<file path="src/rtl/imem_port_arbiter.sv">
// Arbitrates the shared instruction/data memory port between the core bus master
// and the UART debug loader, draining core traffic and pulsing a core reset per session.
module imem_port_arbiter #(
  parameter int unsigned ADDR_W          = 32,
  parameter int unsigned DATA_W          = 32,
  parameter int unsigned MEM_DEPTH_WORDS = 4096,
  parameter int unsigned RST_HOLD        = 16
) (
  input  logic              clk_i,
  input  logic              rst_i,
  input  logic              dbg_sess_i,
  input  logic              dbg_req_i,
  input  logic [ADDR_W-1:0] dbg_addr_i,
  input  logic [DATA_W-1:0] dbg_wdata_i,
  output logic              dbg_gnt_o,
  input  logic              core_req_i,
  input  logic              core_we_i,
  input  logic [ADDR_W-1:0] core_addr_i,
  input  logic [DATA_W-1:0] core_wdata_i,
  input  logic [3:0]        core_be_i,
  output logic              core_gnt_o,
  output logic              core_rvalid_o,
  output logic [DATA_W-1:0] core_rdata_o,
  output logic              mem_req_o,
  output logic              mem_we_o,
  output logic [ADDR_W-1:0] mem_addr_o,
  output logic [DATA_W-1:0] mem_wdata_o,
  output logic [3:0]        mem_be_o,
  input  logic [DATA_W-1:0] mem_rdata_i,
  output logic              core_hold_o,
  output logic              core_rst_o,
  output logic [15:0]       dbg_wr_cnt_o,
  output logic              err_o
);

  localparam int unsigned       CntW       = (RST_HOLD > 1) ? $clog2(RST_HOLD) : 1;
  localparam logic [CntW-1:0]   CntLast    = CntW'(RST_HOLD - 1);
  localparam logic [ADDR_W-1:0] DepthWords = ADDR_W'(MEM_DEPTH_WORDS);

  typedef enum logic [1:0] {
    StCore,
    StDrain,
    StDebug,
    StRelease
  } state_e;

  state_e              state_q, state_d;
  logic                rd_pend_q, rd_pend_d;
  logic                drain_ext_q, drain_ext_d;
  logic [CntW-1:0]     rst_cnt_q, rst_cnt_d;
  logic [DATA_W-1:0]   rdata_q, rdata_d;
  logic                hold_q, hold_d;
  logic                crst_q, crst_d;
  logic [15:0]         wr_cnt_q, wr_cnt_d;
  logic                err_q, err_d;

  logic [ADDR_W-1:0]   dbg_word_idx;
  logic                dbg_addr_ok;

  assign dbg_word_idx = {2'b00, dbg_addr_i[ADDR_W-1:2]};
  assign dbg_addr_ok  = (dbg_addr_i[1:0] == 2'b00) && (dbg_word_idx < DepthWords);

  // Grants are suppressed while reset is asserted so no write lands during reset.
  always_comb begin
    core_gnt_o = 1'b0;
    dbg_gnt_o  = 1'b0;
    if (!rst_i) begin
      if (state_q == StCore)  core_gnt_o = core_req_i & ~dbg_sess_i;
      if (state_q == StDebug) dbg_gnt_o  = dbg_req_i & dbg_sess_i;
    end
  end

  always_comb begin
    mem_req_o   = 1'b0;
    mem_we_o    = 1'b0;
    mem_addr_o  = '0;
    mem_wdata_o = '0;
    mem_be_o    = 4'h0;
    if (core_gnt_o) begin
      mem_req_o   = 1'b1;
      mem_we_o    = core_we_i;
      mem_addr_o  = core_addr_i;
      mem_wdata_o = core_wdata_i;
      mem_be_o    = core_be_i;
    end else if (dbg_gnt_o) begin
      // A rejected loader write is consumed but never strobes the memory.
      mem_req_o   = dbg_addr_ok;
      mem_we_o    = 1'b1;
      mem_addr_o  = dbg_addr_i;
      mem_wdata_o = dbg_wdata_i;
      mem_be_o    = 4'hF;
    end
  end

  always_comb begin
    state_d     = state_q;
    drain_ext_d = drain_ext_q;
    rst_cnt_d   = rst_cnt_q;
    wr_cnt_d    = wr_cnt_q;
    err_d       = err_q;
    rd_pend_d   = core_gnt_o & ~core_we_i;
    rdata_d     = rd_pend_q ? mem_rdata_i : rdata_q;

    unique case (state_q)
      StCore: begin
        if (dbg_sess_i) begin
          state_d     = StDrain;
          // A read still returning data when the session starts costs one extra drain cycle.
          drain_ext_d = rd_pend_q;
        end
      end
      StDrain: begin
        if (drain_ext_q || rd_pend_q) begin
          drain_ext_d = 1'b0;
        end else begin
          state_d = StDebug;
        end
      end
      StDebug: begin
        if (!dbg_sess_i) begin
          state_d   = StRelease;
          rst_cnt_d = '0;
        end else if (dbg_gnt_o) begin
          if (dbg_addr_ok) begin
            if (wr_cnt_q != 16'hFFFF) wr_cnt_d = wr_cnt_q + 16'd1;
          end else begin
            err_d = 1'b1;
          end
        end
      end
      StRelease: begin
        if (rst_cnt_q == CntLast) begin
          rst_cnt_d = '0;
          state_d   = dbg_sess_i ? StDrain : StCore;
        end else begin
          rst_cnt_d = rst_cnt_q + 1'b1;
        end
      end
      default: state_d = StCore;
    endcase

    if (state_d == StDrain && state_q != StDrain) begin
      wr_cnt_d = 16'd0;
      err_d    = 1'b0;
    end

    hold_d = (state_d != StCore);
    crst_d = (state_d == StRelease);
  end

  always_ff @(posedge clk_i) begin
    if (rst_i) begin
      state_q     <= StCore;
      rd_pend_q   <= 1'b0;
      drain_ext_q <= 1'b0;
      rst_cnt_q   <= '0;
      rdata_q     <= '0;
      hold_q      <= 1'b0;
      crst_q      <= 1'b0;
      wr_cnt_q    <= 16'd0;
      err_q       <= 1'b0;
    end else begin
      state_q     <= state_d;
      rd_pend_q   <= rd_pend_d;
      drain_ext_q <= drain_ext_d;
      rst_cnt_q   <= rst_cnt_d;
      rdata_q     <= rdata_d;
      hold_q      <= hold_d;
      crst_q      <= crst_d;
      wr_cnt_q    <= wr_cnt_d;
      err_q       <= err_d;
    end
  end

  assign core_rvalid_o = rd_pend_q;
  assign core_rdata_o  = rd_pend_q ? mem_rdata_i : rdata_q;
  assign core_hold_o   = hold_q;
  assign core_rst_o    = crst_q;
  assign dbg_wr_cnt_o  = wr_cnt_q;
  assign err_o         = err_q;

endmodule

</file>
<file path="config.mk">
export PLATFORM = sky130hd
export DESIGN_NAME = imem_port_arbiter
export DESIGN_NICKNAME = d
export VERILOG_FILES = /design/src/rtl/imem_port_arbiter.sv
export SDC_FILE = /design/constraint.sdc
export NUM_CORES = 1
export LEC_CHECK = 0
export CELL_PAD_IN_SITES_DETAIL_PLACEMENT = 1
export CELL_PAD_IN_SITES_GLOBAL_PLACEMENT = 2
export CORE_ASPECT_RATIO = 0.7
export CORE_MARGIN = 2
export CORE_UTILIZATION = 17
export CTS_CLUSTER_SIZE = 16
export DETAILED_ROUTE_END_ITERATION = 16
export HOLD_SLACK_MARGIN = 0.05
export PLACE_DENSITY_LB_ADDON = 0.25
export SLEW_MARGIN = 10
export SYNTH_ARGS = -nofsm -noshare
export SYNTH_HDL_FRONTEND = slang
export SYNTH_SLANG_ARGS = --single-unit
</file>
<file path="constraint.sdc">
create_clock -name clk_i -period 5.35 [get_ports clk_i]
set_clock_uncertainty 0.2 [all_clocks]
set_input_delay 1.07 -clock clk_i [delete_from_list [all_inputs] [get_ports clk_i]]
set_output_delay 1.07 -clock clk_i [all_outputs]
set_load 0.05 [all_outputs]
</file>
=== After elaboration in Yosys (flattened, before gate mapping) ===
Index checks and enable logic that the tools add are counted.

* Bits in registers: 59
* Bits of input ports: 170
* Output and inout port bits: 124
* Logic and storage cells: 69

* Add/subtract/negate cells: 2
* $lt $le $gt $ge: 1
* Eq/ne operators: 11
* Mux-type cells: 27
* Bitwise operators: 6
* Reduce and logical (&&, ||, !) cells: 13

{| class="wikitable"
|+ Operators with widths
! kind !! number
|-
| $mux 32 || 5
|-
| $lt 30x13->1 const B || 1
|-
| $add 16x1->16 const B || 1
|-
| $mux 4 || 4
|-
| $ne 16x16->1 const B || 1
|-
| $mux 1 || 11
|-
| $mux 2 || 4
|-
| $pmux 2 s4 || 1
|-
| $pmux 4 s2 || 1
|-
| $eq 2x2->1 const B || 3
|-
| $ne 2x2->1 const B || 3
|-
| $reduce_bool 2->1 || 3
|-
| $reduce_and 5->1 || 1
|-
| $add 4x1->4 const B || 1
|-
| $eq 2x1->1 const B || 2
|-
| $eq 4x4->1 const B || 1
|-
| $logic_not 2->1 || 2
|-
| $reduce_and 4->1 || 1
|-
| $and 1x1->1 || 3
|-
| $not 1->1 || 3
|-
| $reduce_and 3->1 || 1
|-
| $logic_and 1x1->1 || 2
|-
| $ne 2x1->1 const B || 1
|-
| $pmux 1 s2 || 1
|-
| other kinds (3) || 3
|}

=== Longest topological paths before layout ===
Gate-level depths: netlist of the first run.

* Depth in word-level cells: 6
* Mapped depth: 8
* Mapped depth without buffers: 6

=== Worst setup path after synthesis of the first run ===
OpenSTA, ideal clock, no wires.

* Kind: in2out
* Start point: input rst_i
* End point: output mem_addr_o[29]
* Data arrival time: 2.717 ns
* Required time: 4.080 ns
* Path slack: 1.363 ns
* Stages: 5
* Buffers on the path: 2
* Path through: nor2_1 > and3_1 > clkbuf_1 > clkbuf_1 > a22o_1

* Elaborated cells on any way between the ends: 4
* Those cells by class: 4 x mux

{| class="wikitable"
|+ RTL lines
! element !! line !! source
|-
| start: declaration || 10 || <nowiki>input logic rst_i,</nowiki>
|-
| $mux 1 || 67 || <nowiki>if (!rst_i) begin</nowiki>
|-
| via core_gnt_o || 21 || <nowiki>output logic core_gnt_o,</nowiki>
|-
| $mux 32 || 79 || <nowiki>if (core_gnt_o) begin</nowiki>
|-
| end: declaration || 26 || <nowiki>output logic [ADDR_W-1:0] mem_addr_o,</nowiki>
|}

The timed path passes the listed nets, and every way through them passes these cells.

=== Final worst setup path of the first run ===
* Start point: input dbg_sess_i
* End point: output mem_addr_o[10]

* Cells in the longest elaborated chain, start to end: 5
* Elaborated cells on any way between the ends: 9
* Those cells by class: 6 x mux; 3 x bitwise

{| class="wikitable"
|+ RTL lines
! element !! line !! source
|-
| start: declaration || 11 || <nowiki>input logic dbg_sess_i,</nowiki>
|-
| $and 1x1->1 / $not 1->1 (equally long branches) || 69, 68 ||
|-
| $mux 1 / $and 1x1->1 (equally long branches) || 69, 68 ||
|-
| $mux 1, on equally long branches || 67, 68 ||
|-
| $mux 32 / $mux 1 (equally long branches) || 85, 67 ||
|-
| $mux 32 * || 79 ||
|}

Every way passes the cells marked *; elsewhere a longest branch is shown, timed or not.

==> results of run 1 <==
-- stage by stage --
| stage | instances | total power (W) |
|---|---|---|
| 6_report | 910 | 0.001625 |
| 3_5_place_dp | 894 | 0.0009926 |
| 2_1_floorplan | 363 | 0.0006916 |
| 3_3_place_gp | 894 | 0.0009868 |
| 5_1_grt | 910 | 0.001697 |
| 4_1_cts | 910 | 0.001650 |
-- Yosys cell counts (all sizes together) --
library cell,n
a21oi,11
a221o,1
a221oi,1
a22o,64
a22oi,2
a311oi,1
a32oi,1
and2b,1
and3,3
buf,5
clkbuf,26
dfxtp,59
ha,2
inv,3
mux2,32
mux2i,3
nand2,28
nand2b,4
nand3,8
nand3b,1
nand4,7
nand4b,2
nor2,9
nor2b,34
nor3,2
nor3b,2
nor4,9
nor4b,1
o211ai,7
o21ai,12
o31ai,2
o41ai,1
or2,2
or2b,1
or3,9
or4,7
-- worst paths after layout --
| path | depth (start not counted) | startpoint | slack [ps] | to |
|---|---|---|---|---|
| hold / removal | 2 | err_o | 260 | err_o |
| hold reg to reg | 2 | err_o | 260 | err_o |
| setup reg to reg | 6 | state_q[1] | 2800 | dbg_wr_cnt_o[6] |
| setup / recovery | 6 | dbg_sess_i | 1030 | mem_addr_o[10] |
-- final cells by class --
| class | instances | area, sq um |
|---|---|---|
| Tap cell | 264 | 330.3 |
| Clock inverter | 7 | 98.84 |
| Inverter | 3 | 11.26 |
| Sequential cell | 59 | 1182 |
| Fill cell | 2034 | 11420 |
| Clock buffer | 9 | 225.2 |
| Timing Repair Buffer | 298 | 3716 |
| Multi-Input combinational cell | 270 | 1989 |
-- logic make-up (layout without fill, tap and decap cells) --
logic type,after synthesis,in the layout,share of synthesized area
fa+ha+maj,2,2,0.007566
buf+inv,34,317,0.04162
mux,35,35,0.1180
simple gates,130,130,0.2323
compound gates,103,103,0.2433
flops,59,59,0.3572
-- registers in the layout (all words and copies together), names as in the netlist --
| name | cells |
|---|---|
| err_o | 1 |
| core_hold_o | 1 |
| dbg_wr_cnt_o | 16 |
| rdata_q | 32 |
| core_rst_o | 1 |
| drain_ext_q | 1 |
| core_rvalid_o | 1 |
| rst_cnt_q | 4 |
| state_q | 2 |
-- power groups by stage --
stage,clock network (W),registers [W],logic [W]
6_report,0.000644,0.000466,0.000516
5_1_grt,0.000690,0.000468,0.000539
4_1_cts,0.000665,0.000466,0.000520
3_5_place_dp,0,0.000475,0.000517
3_3_place_gp,0,0.000474,0.000512
2_1_floorplan,0,0.000475,0.000217
-- cell usage in the layout (no fill, tap or decap), types with 2 or more instances in the layout --
cell	instances
a22o_1	64
nand2_1	28
nor4_2	2
a21oi_1	11
clkbuf_16	9
clkdlybuf4s50_1	221
nor4_1	7
o31ai_1	2
buf_12	74
ha_1	2
nor3b_1	2
nand3_1	7
nand2b_1	4
o211ai_1	7
nand4_1	7
and3_2	2
nor2b_1	33
o21ai_0	8
nor3_1	2
or4_1	7
nor2_1	9
a22oi_1	2
mux2i_1	3
bufinv_16	2
buf_4	3
or3_1	9
inv_1	2
dfxtp_1	58
mux2_2	32
inv_6	2
nand4b_1	2
o21ai_1	4
-- critical path: stages --
cell	delay (ps)
clkdlybuf4s50_1	530
nor2_1	160
and3_2	540
buf_12	310
a22o_1	250
buf_12	150
-- per-layer routing --
metal / track usage / vias to the layer above / share of wire
met4: 0.03205 / 2 / 0.011
met3: 0.06154 / 15 / 0.081
li1: - / 1925 / -
met2: 0.2745 / 141 / 0.48
met5: 0 / - / 0.00074
met1: 0.2128 / 1913 / 0.43
==> results.json, run 1 <==
{
  "grt_pass1_vias": 4225,
  "drv_cap": 0,
  "clk_pin_slew_ps": 50,
  "cts_hold_buf": 0,
  "grt.total_usage": 0.1680,
  "finalSetupViolations": 0,
  "vdd_drop_max_uv": 139.6,
  "die_h_um": 120.7,
  "clock_latency_ps": 330,
  "design.die.area_sq_um": 20600,
  "drt-initial-drc-count": 172,
  "final_max_slew_viol_count": 0,
  "run_status": "completed",
  "max_freq_ghz": 0.2317,
  "netlist_area_sq_um": 3307,
  "cts_root_buffer": "clkbuf_16",
  "ios": 294,
  "wl_per_cell_um": 19.36,
  "cts_sinks": 59,
  "whs_ps": 257.4,
  "finalHoldViolations": 0,
  "grt_pass1_wl_um": 26100,
  "grt_max_degree": 67,
  "setup_ws_ps": 1034,
  "yosysTopAreaCell": "dfxtp_1",
  "p_switching_w": 0.0004943,
  "dp_slack_ps": 1040,
  "ys_types": 44,
  "worst_setup_path_start_kind": "primary input",
  "p_clk_frac": 0.396,
  "arrival_ps": 3050,
  "ys_seq_elements": 59,
  "final_antenna_net_count": 0,
  "fin_util": 0.3982,
  "hold_path.class": "reg -> reg",
  "syn2layout_area_growth_pct": 128.4,
  "final_area_sq_um": 7553,
  "io_buffers": 293,
  "cts.path.max_buffers": 2,
  "intPower_w": 0.001131,
  "synth_top_cell_area_share": 0.3572,
  "drive_gt1_frac": 0.2121,
  "dp_hpwl_um": 14110,
  "combPwrFrac": 0.317,
  "tns_ps": 0,
  "gp_congestion": 0.7859,
  "layout_worst_path_cycle_share": 0.8068,
  "numCtsBuffers": 9,
  "post-cts-setup-buffers": 0,
  "die_x_um": 170.7,
  "start_util": 0.1743,
  "ys_seq_area_frac": 0.3572,
  "p_seq_frac": 0.286,
  "antenna_found_initial": 1,
  "yosys-top-cells-area": "dfxtp_1, a22o_1, mux2_2",
  "crit_type": "in -> out",
  "period_needed_ps": 4316,
  "place_area_sq_um": 7229,
  "rows": 42,
  "synthCells": 363,
  "cts_resized": 0,
  "cp_data_required_time_ps": 4080,
  "drt-total-wl_um": 17620,
  "cts_tree": "yes",
  "p_per_area_nw_per_um2": 215.2,
  "avgSynthCellArea_sq_um": 9.110,
  "vias": 3996,
  "syn-num-nets": 535,
  "vias_per_cell": 4.391,
  "crit_path_max_fanout": 49,
  "overflow": 0,
  "end_kind": "output port",
  "swShare": 0.3041,
  "nNetsFinal": 813,
  "worstMarginPinSlew_ps": 855.1,
  "rsz0062_at_grt": "no",
  "cellLeakagePower_nw": 2.794,
  "ys_warn_count": 0,
  "num_antenna_cells": 0,
  "relSlewSlack": 0.4252,
  "drc_errors": 0,
  "dr.pass1.iters": 4,
  "design.core.area_sq_um": 18970,
  "htree_num_levels": 3
}
No activity file was read; power rests on OpenSTA's default activity.
==> run 2: changes to the inputs <==
CORE_UTILIZATION = 14   (was 17)
clock period = 3.89 ns   (was 5.35 ns; I/O delays follow)
==> results.json, run 2 (synthesized netlist as in run 1, its figures left out) <==
{
  "run_status": "completed",
  "cts_hold_buf": 0,
  "ios": 294,
  "clk_pin_slew_ps": 50,
  "drv_cap": 0,
  "crit_type": "in -> out",
  "die_h_um": 132.6,
  "cts_root_buffer": "clkbuf_16",
  "vias": 4008,
  "p_seq_frac": 0.303,
  "worst_setup_path_start_kind": "primary input",
  "vias_per_cell": 4.132,
  "finalHoldViolations": 0,
  "grt_max_degree": 39,
  "combPwrFrac": 0.345,
  "die_x_um": 187.7,
  "overflow": 0,
  "whs_ps": 253.6,
  "cts.path.max_buffers": 2,
  "crit_path_max_fanout": 26,
  "relSlewSlack": 0.4428,
  "largest_reg_flops": 32,
  "cp_cell_sequence": "clkdlybuf4s50_1, nor2b_2, nand3_4, inv_2, buf_12, a22o_1, buf_12",
  "cpMaxStageDelayCell": "clkdlybuf4s50_1",
  "numCtsBuffers": 9,
  "critPathMaxStageDelay_ps": 550,
  "cts_tree": "yes",
  "io_buffers": 293,
  "dp_hpwl_um": 14900,
  "cts_sinks": 59,
  "cts_resized": 0,
  "drive_gt1_frac": 0.2178,
  "final_max_slew_viol_count": 0,
  "swShare": 0.3215,
  "period_needed_ps": 3578,
  "drc_errors": 0,
  "max_freq_ghz": 0.2795,
  "intPower_w": 0.001428,
  "wl_per_cell_um": 18.88,
  "final_cell_mix": "clkdlybuf4s50_1, buf_12, a22o_1, dfxtp_1, nor2b_1",
  "syn2layout_area_growth_pct": 131.1,
  "tns_ps": 0,
  "cp_data_required_time_ps": 2910,
  "vdd_drop_max_uv": 224.5,
  "num_antenna_cells": 0,
  "critPathMostFrequentCell": "buf_12",
  "nNetsFinal": 819,
  "clock_latency_ps": 330,
  "final_common_cell": "clkdlybuf4s50_1",
  "drt-initial-drc-count": 164,
  "start_util": 0.1413,
  "design.core.area_sq_um": 23400,
  "largest_register": "rdata_q",
  "design.die.area_sq_um": 24890,
  "arrival_ps": 2600,
  "gp_congestion": 0.8172,
  "p_per_area_nw_per_um2": 275.4,
  "worst-path-buf-inv": 4,
  "end_kind": "output port",
  "cellLeakagePower_nw": 2.799,
  "cp_top_family": "buffers and inverters",
  "drt-total-wl_um": 18320,
  "grt_pass1_wl_um": 27430,
  "p_clk_frac": 0.353,
  "antenna_found_initial": 0,
  "p_switching_w": 0.0006766,
  "grt_pass1_vias": 4173,
  "hold_path.class": "reg -> reg",
  "layout_worst_path_cycle_share": 0.9198,
  "rows": 47,
  "rsz0062_at_grt": "no",
  "post-cts-setup-buffers": 0,
  "worstMarginPinSlew_ps": 828.9,
  "dr.pass1.iters": 4,
  "htree_num_levels": 3,
  "final_antenna_net_count": 0,
  "finalSetupViolations": 0,
  "grt.total_usage": 0.1444
}
run 2: cell types whose count changed in the layout (fill, tap and decap cells not counted):
cell,previous run,this run
dfxtp_1,58,59
inv_6,2,1
dfxtp_2,1,0
bufinv_16,2,0
buf_4,3,7
clkinvlp_4,1,4
buf_12,74,76
run 2: per-stage QoR:
step	cells	total power, W	utilization	setup slack, ps	area (sq um)
detailed placement	954	0.001377	0.3147	287.5	7366
floorplan	363	0.0009512	-	487.1	3307
global placement	954	0.001370	0.3147	319.1	7366
global route	970	0.002203	0.3266	217.4	7644
finish	970	0.002105	0.3266	311.9	7644
CTS	970	0.002144	0.3266	276.9	7644
run 2: power by group through the flow:
stage,clock network (W),logic (W),registers [W]
final,0.000742,0.000725,0.000637
after detailed placement,0,0.000727,0.000650
after global routing,0.000808,0.000756,0.000639
after CTS,0.000777,0.000731,0.000636
after global placement,0,0.000721,0.000649
after floorplan,0,0.000298,0.000653
run 2: final timing paths:
kind / endpoint / slack (ps) / cells past startpoint / from
hold / removal: err_o / 250 / 2 / err_o
setup reg to reg: dbg_wr_cnt_o[6] / 1250 / 6 / state_q[1]
hold reg to reg: err_o / 250 / 2 / err_o
setup / recovery: mem_addr_o[2] / 310 / 7 / rst_i
run 2: metal layers:
metal | GRT usage | up-vias | wire length, um
met3 | 0.03156 | 12 | 575
met5 | 0 | - | 0
met1 | 0.1877 | 1981 | 8287
met4 | 0.02668 | 0 | 189
li1 | - | 1947 | -
met2 | 0.2473 | 68 | 9265
run 2: layout make-up:
cell class / count / area (sq um)
fill: 2640 / 15760
timing repair buffer: 304 / 3786
multi-input combinational: 270 / 1989
sequential: 59 / 1181
tap: 318 / 397.9
clock buffer: 9 / 225.2
clock inverter: 7 / 52.55
inverter: 3 / 11.26
run 2: tightest hold or removal path, delay by kind of cell, from the launching register on:
family,cells,cell delay (ps)
compound gates,1,50
buf+inv,1,50
flops,1,310
==> edit: new RTL, config.mk and constraints of run 2 <==
`RST_HOLD`: 16 -> 8.
--- a/src/rtl/imem_port_arbiter.sv
+++ b/src/rtl/imem_port_arbiter.sv
@@ -5,5 +5,5 @@
   parameter int unsigned DATA_W          = 32,
   parameter int unsigned MEM_DEPTH_WORDS = 4096,
-  parameter int unsigned RST_HOLD        = 16
+  parameter int unsigned RST_HOLD        = 8
 ) (
   input  logic              clk_i,
Formal check against the unedited RTL: no difference found for any inputs over 10 cycles, from zero or initial values and one cycle with rst_i high; that may be too few to reach the edited logic, so the function may still have changed.
==> edit against run 2 <==
Combinational power shrank 11%; worst setup slack lost 0.070 ns; sequential cell count shrank 1; first-iteration DRC count is 4.3% lower; final area decreased by 1.3%; synthesized area shrank 3.1%; wire length down 3.4%; power shrank 1.5%; critical path type unchanged.
==> edit: results (changes against run 2) <==
Worst VDD drop - 187 µV (-17%)
mux contribution to synthesized area - 11.6% (-0.25 points)
Non-CTS inverters - 6 (+3)
# diodes - 1 (+1)
first-pass GRT wire length - 25.2 mm (-8.1%)
Mapped Nets - 524 (-2.1%)
Final nets - 809 (-1.2%)
CTS sink count - 58 (-1.7%)
Starting DRT DRC Count - 157 (-4.3%)
Worst path max stage delay - 0.53 ns (-0.02 ns)
CP Max Fanout - 15 (-42%)
Post-synth top cells - a22o_1 (64), dfxtp_1 (58), nor2b_1 (33), mux2_2 (32)
outcome - finished clean
largest net degree at the start of global routing - 73 (+87%)
post-synthesis sequential area ratio - 36.2% (+0.50 points)
Non-clock buffers - 305 (+0.33%)
Clk pwr share - 38.9% (+3.6 points)
NonClk Buf Share - 50.0% (+0.44 points)
clk tree area frac - 4.05% (+0.41 points)
RD Place Congestion - 0.782 (-4.3%)
switching share of power - 28.8% (-3.4 points)
r2r startpoint - state_q[1]$_SDFF_PP0_
WL/cell - 18.6 µm (-1.7%)
share of cells above drive strength 1 - 22.0% (+0.22 points)
vias in the first global route - 4,060 (-2.7%)
post-synthesis compound-gate area fraction - 25.9% (+1.5 points)
Adder-Cell Fraction of Synth Area - 1.17% (+0.41 points)
sequential share of cell area - 15.4% (-0.055 points)
synth top area cells - dfxtp_1 (36%), a22o_1 (17%), mux2_2 (11%)
Slew @ Worst Pin - 0.645 ns (-0.184 ns)
FILL cells - 2,544 (-3.6%)
leakage power - 2.79 nW (-0.40%)
comb_multi_in - 256 (-5.2%)
crit path from - dbg_sess_i
Arrival @ worst endpoint - 2.67 ns (+0.07 ns)
combinational power share - 31.2% (-3.3 points)
hpwl dp - 14.6 mm (-1.9%)
vias per cell - 4.09 (-1.1%)
area share of xor/xnor cells in the synthesized design - 0.273% (+0.27 points)
gr usage total - 13.8% (-0.60 points)
multi-input combinational area share - 25.1% (-0.96 points)
-- edit: cell count changes in the layout (fill, tap and decap cells not counted), moves of 3 or more --
cell / run 2 / this run
buf_4: 7 / 10
clkinvlp_4: 4 / 1
inv_1: 2 / 5
nand2_1: 28 / 22
nand2b_1: 4 / 1
nand4_1: 7 / 2
nor2_1: 9 / 12
o211ai_1: 7 / 1
o21ai_1: 4 / 0
or2_2: 1 / 4
-- edit: worst min-delay path: stages (launching register included) --
cell and delay [ns]:
dfxtp_1 0.33, inv_1 0.06, a21oi_1 0.05
-- edit: routing by layer --
layer | up-vias | share of wire (%) | global-route usage, % | routed length [µm]
li1 | 1894 | - | - | -
met1 | 1918 | 46 | 19.3 | 8100
met2 | 78 | 50 | 22.6 | 8920
met3 | 10 | 3.2 | 2.61 | 567
met4 | 0 | 0.64 | 2.19 | 114
met5 | - | 0 | 0 | 0
-- edit: path summary, 6_finish.rpt --
path	endpoint	slack, ns	cells past startpoint
setup reg to reg	dbg_wr_cnt_o[11]$_SDFFE_PP0P_	1.11	6
hold / removal	err_o$_SDFFE_PP0P_	0.29	2
hold reg to reg	err_o$_SDFFE_PP0P_	0.29	2
setup / recovery	mem_addr_o[29]	0.24	7
-- edit: through the flow --
| step | power (mW) | instance area (µm²) | cells | hold WS, ns | setup slack (ns) |
|---|---|---|---|---|---|
| 3_3_place_gp | 1.28 | 7230 | 937 | 0.270 | 0.242 |
| 5_1_grt | 2.17 | 7540 | 953 | 0.313 | 0.114 |
| 4_1_cts | 2.11 | 7540 | 953 | 0.298 | 0.233 |
| 6_report | 2.07 | 7540 | 954 | 0.287 | 0.241 |
| 2_1_floorplan | 0.897 | 3210 | 351 | 0.258 | 0.232 |
| 3_5_place_dp | 1.28 | 7230 | 937 | 0.290 | 0.252 |
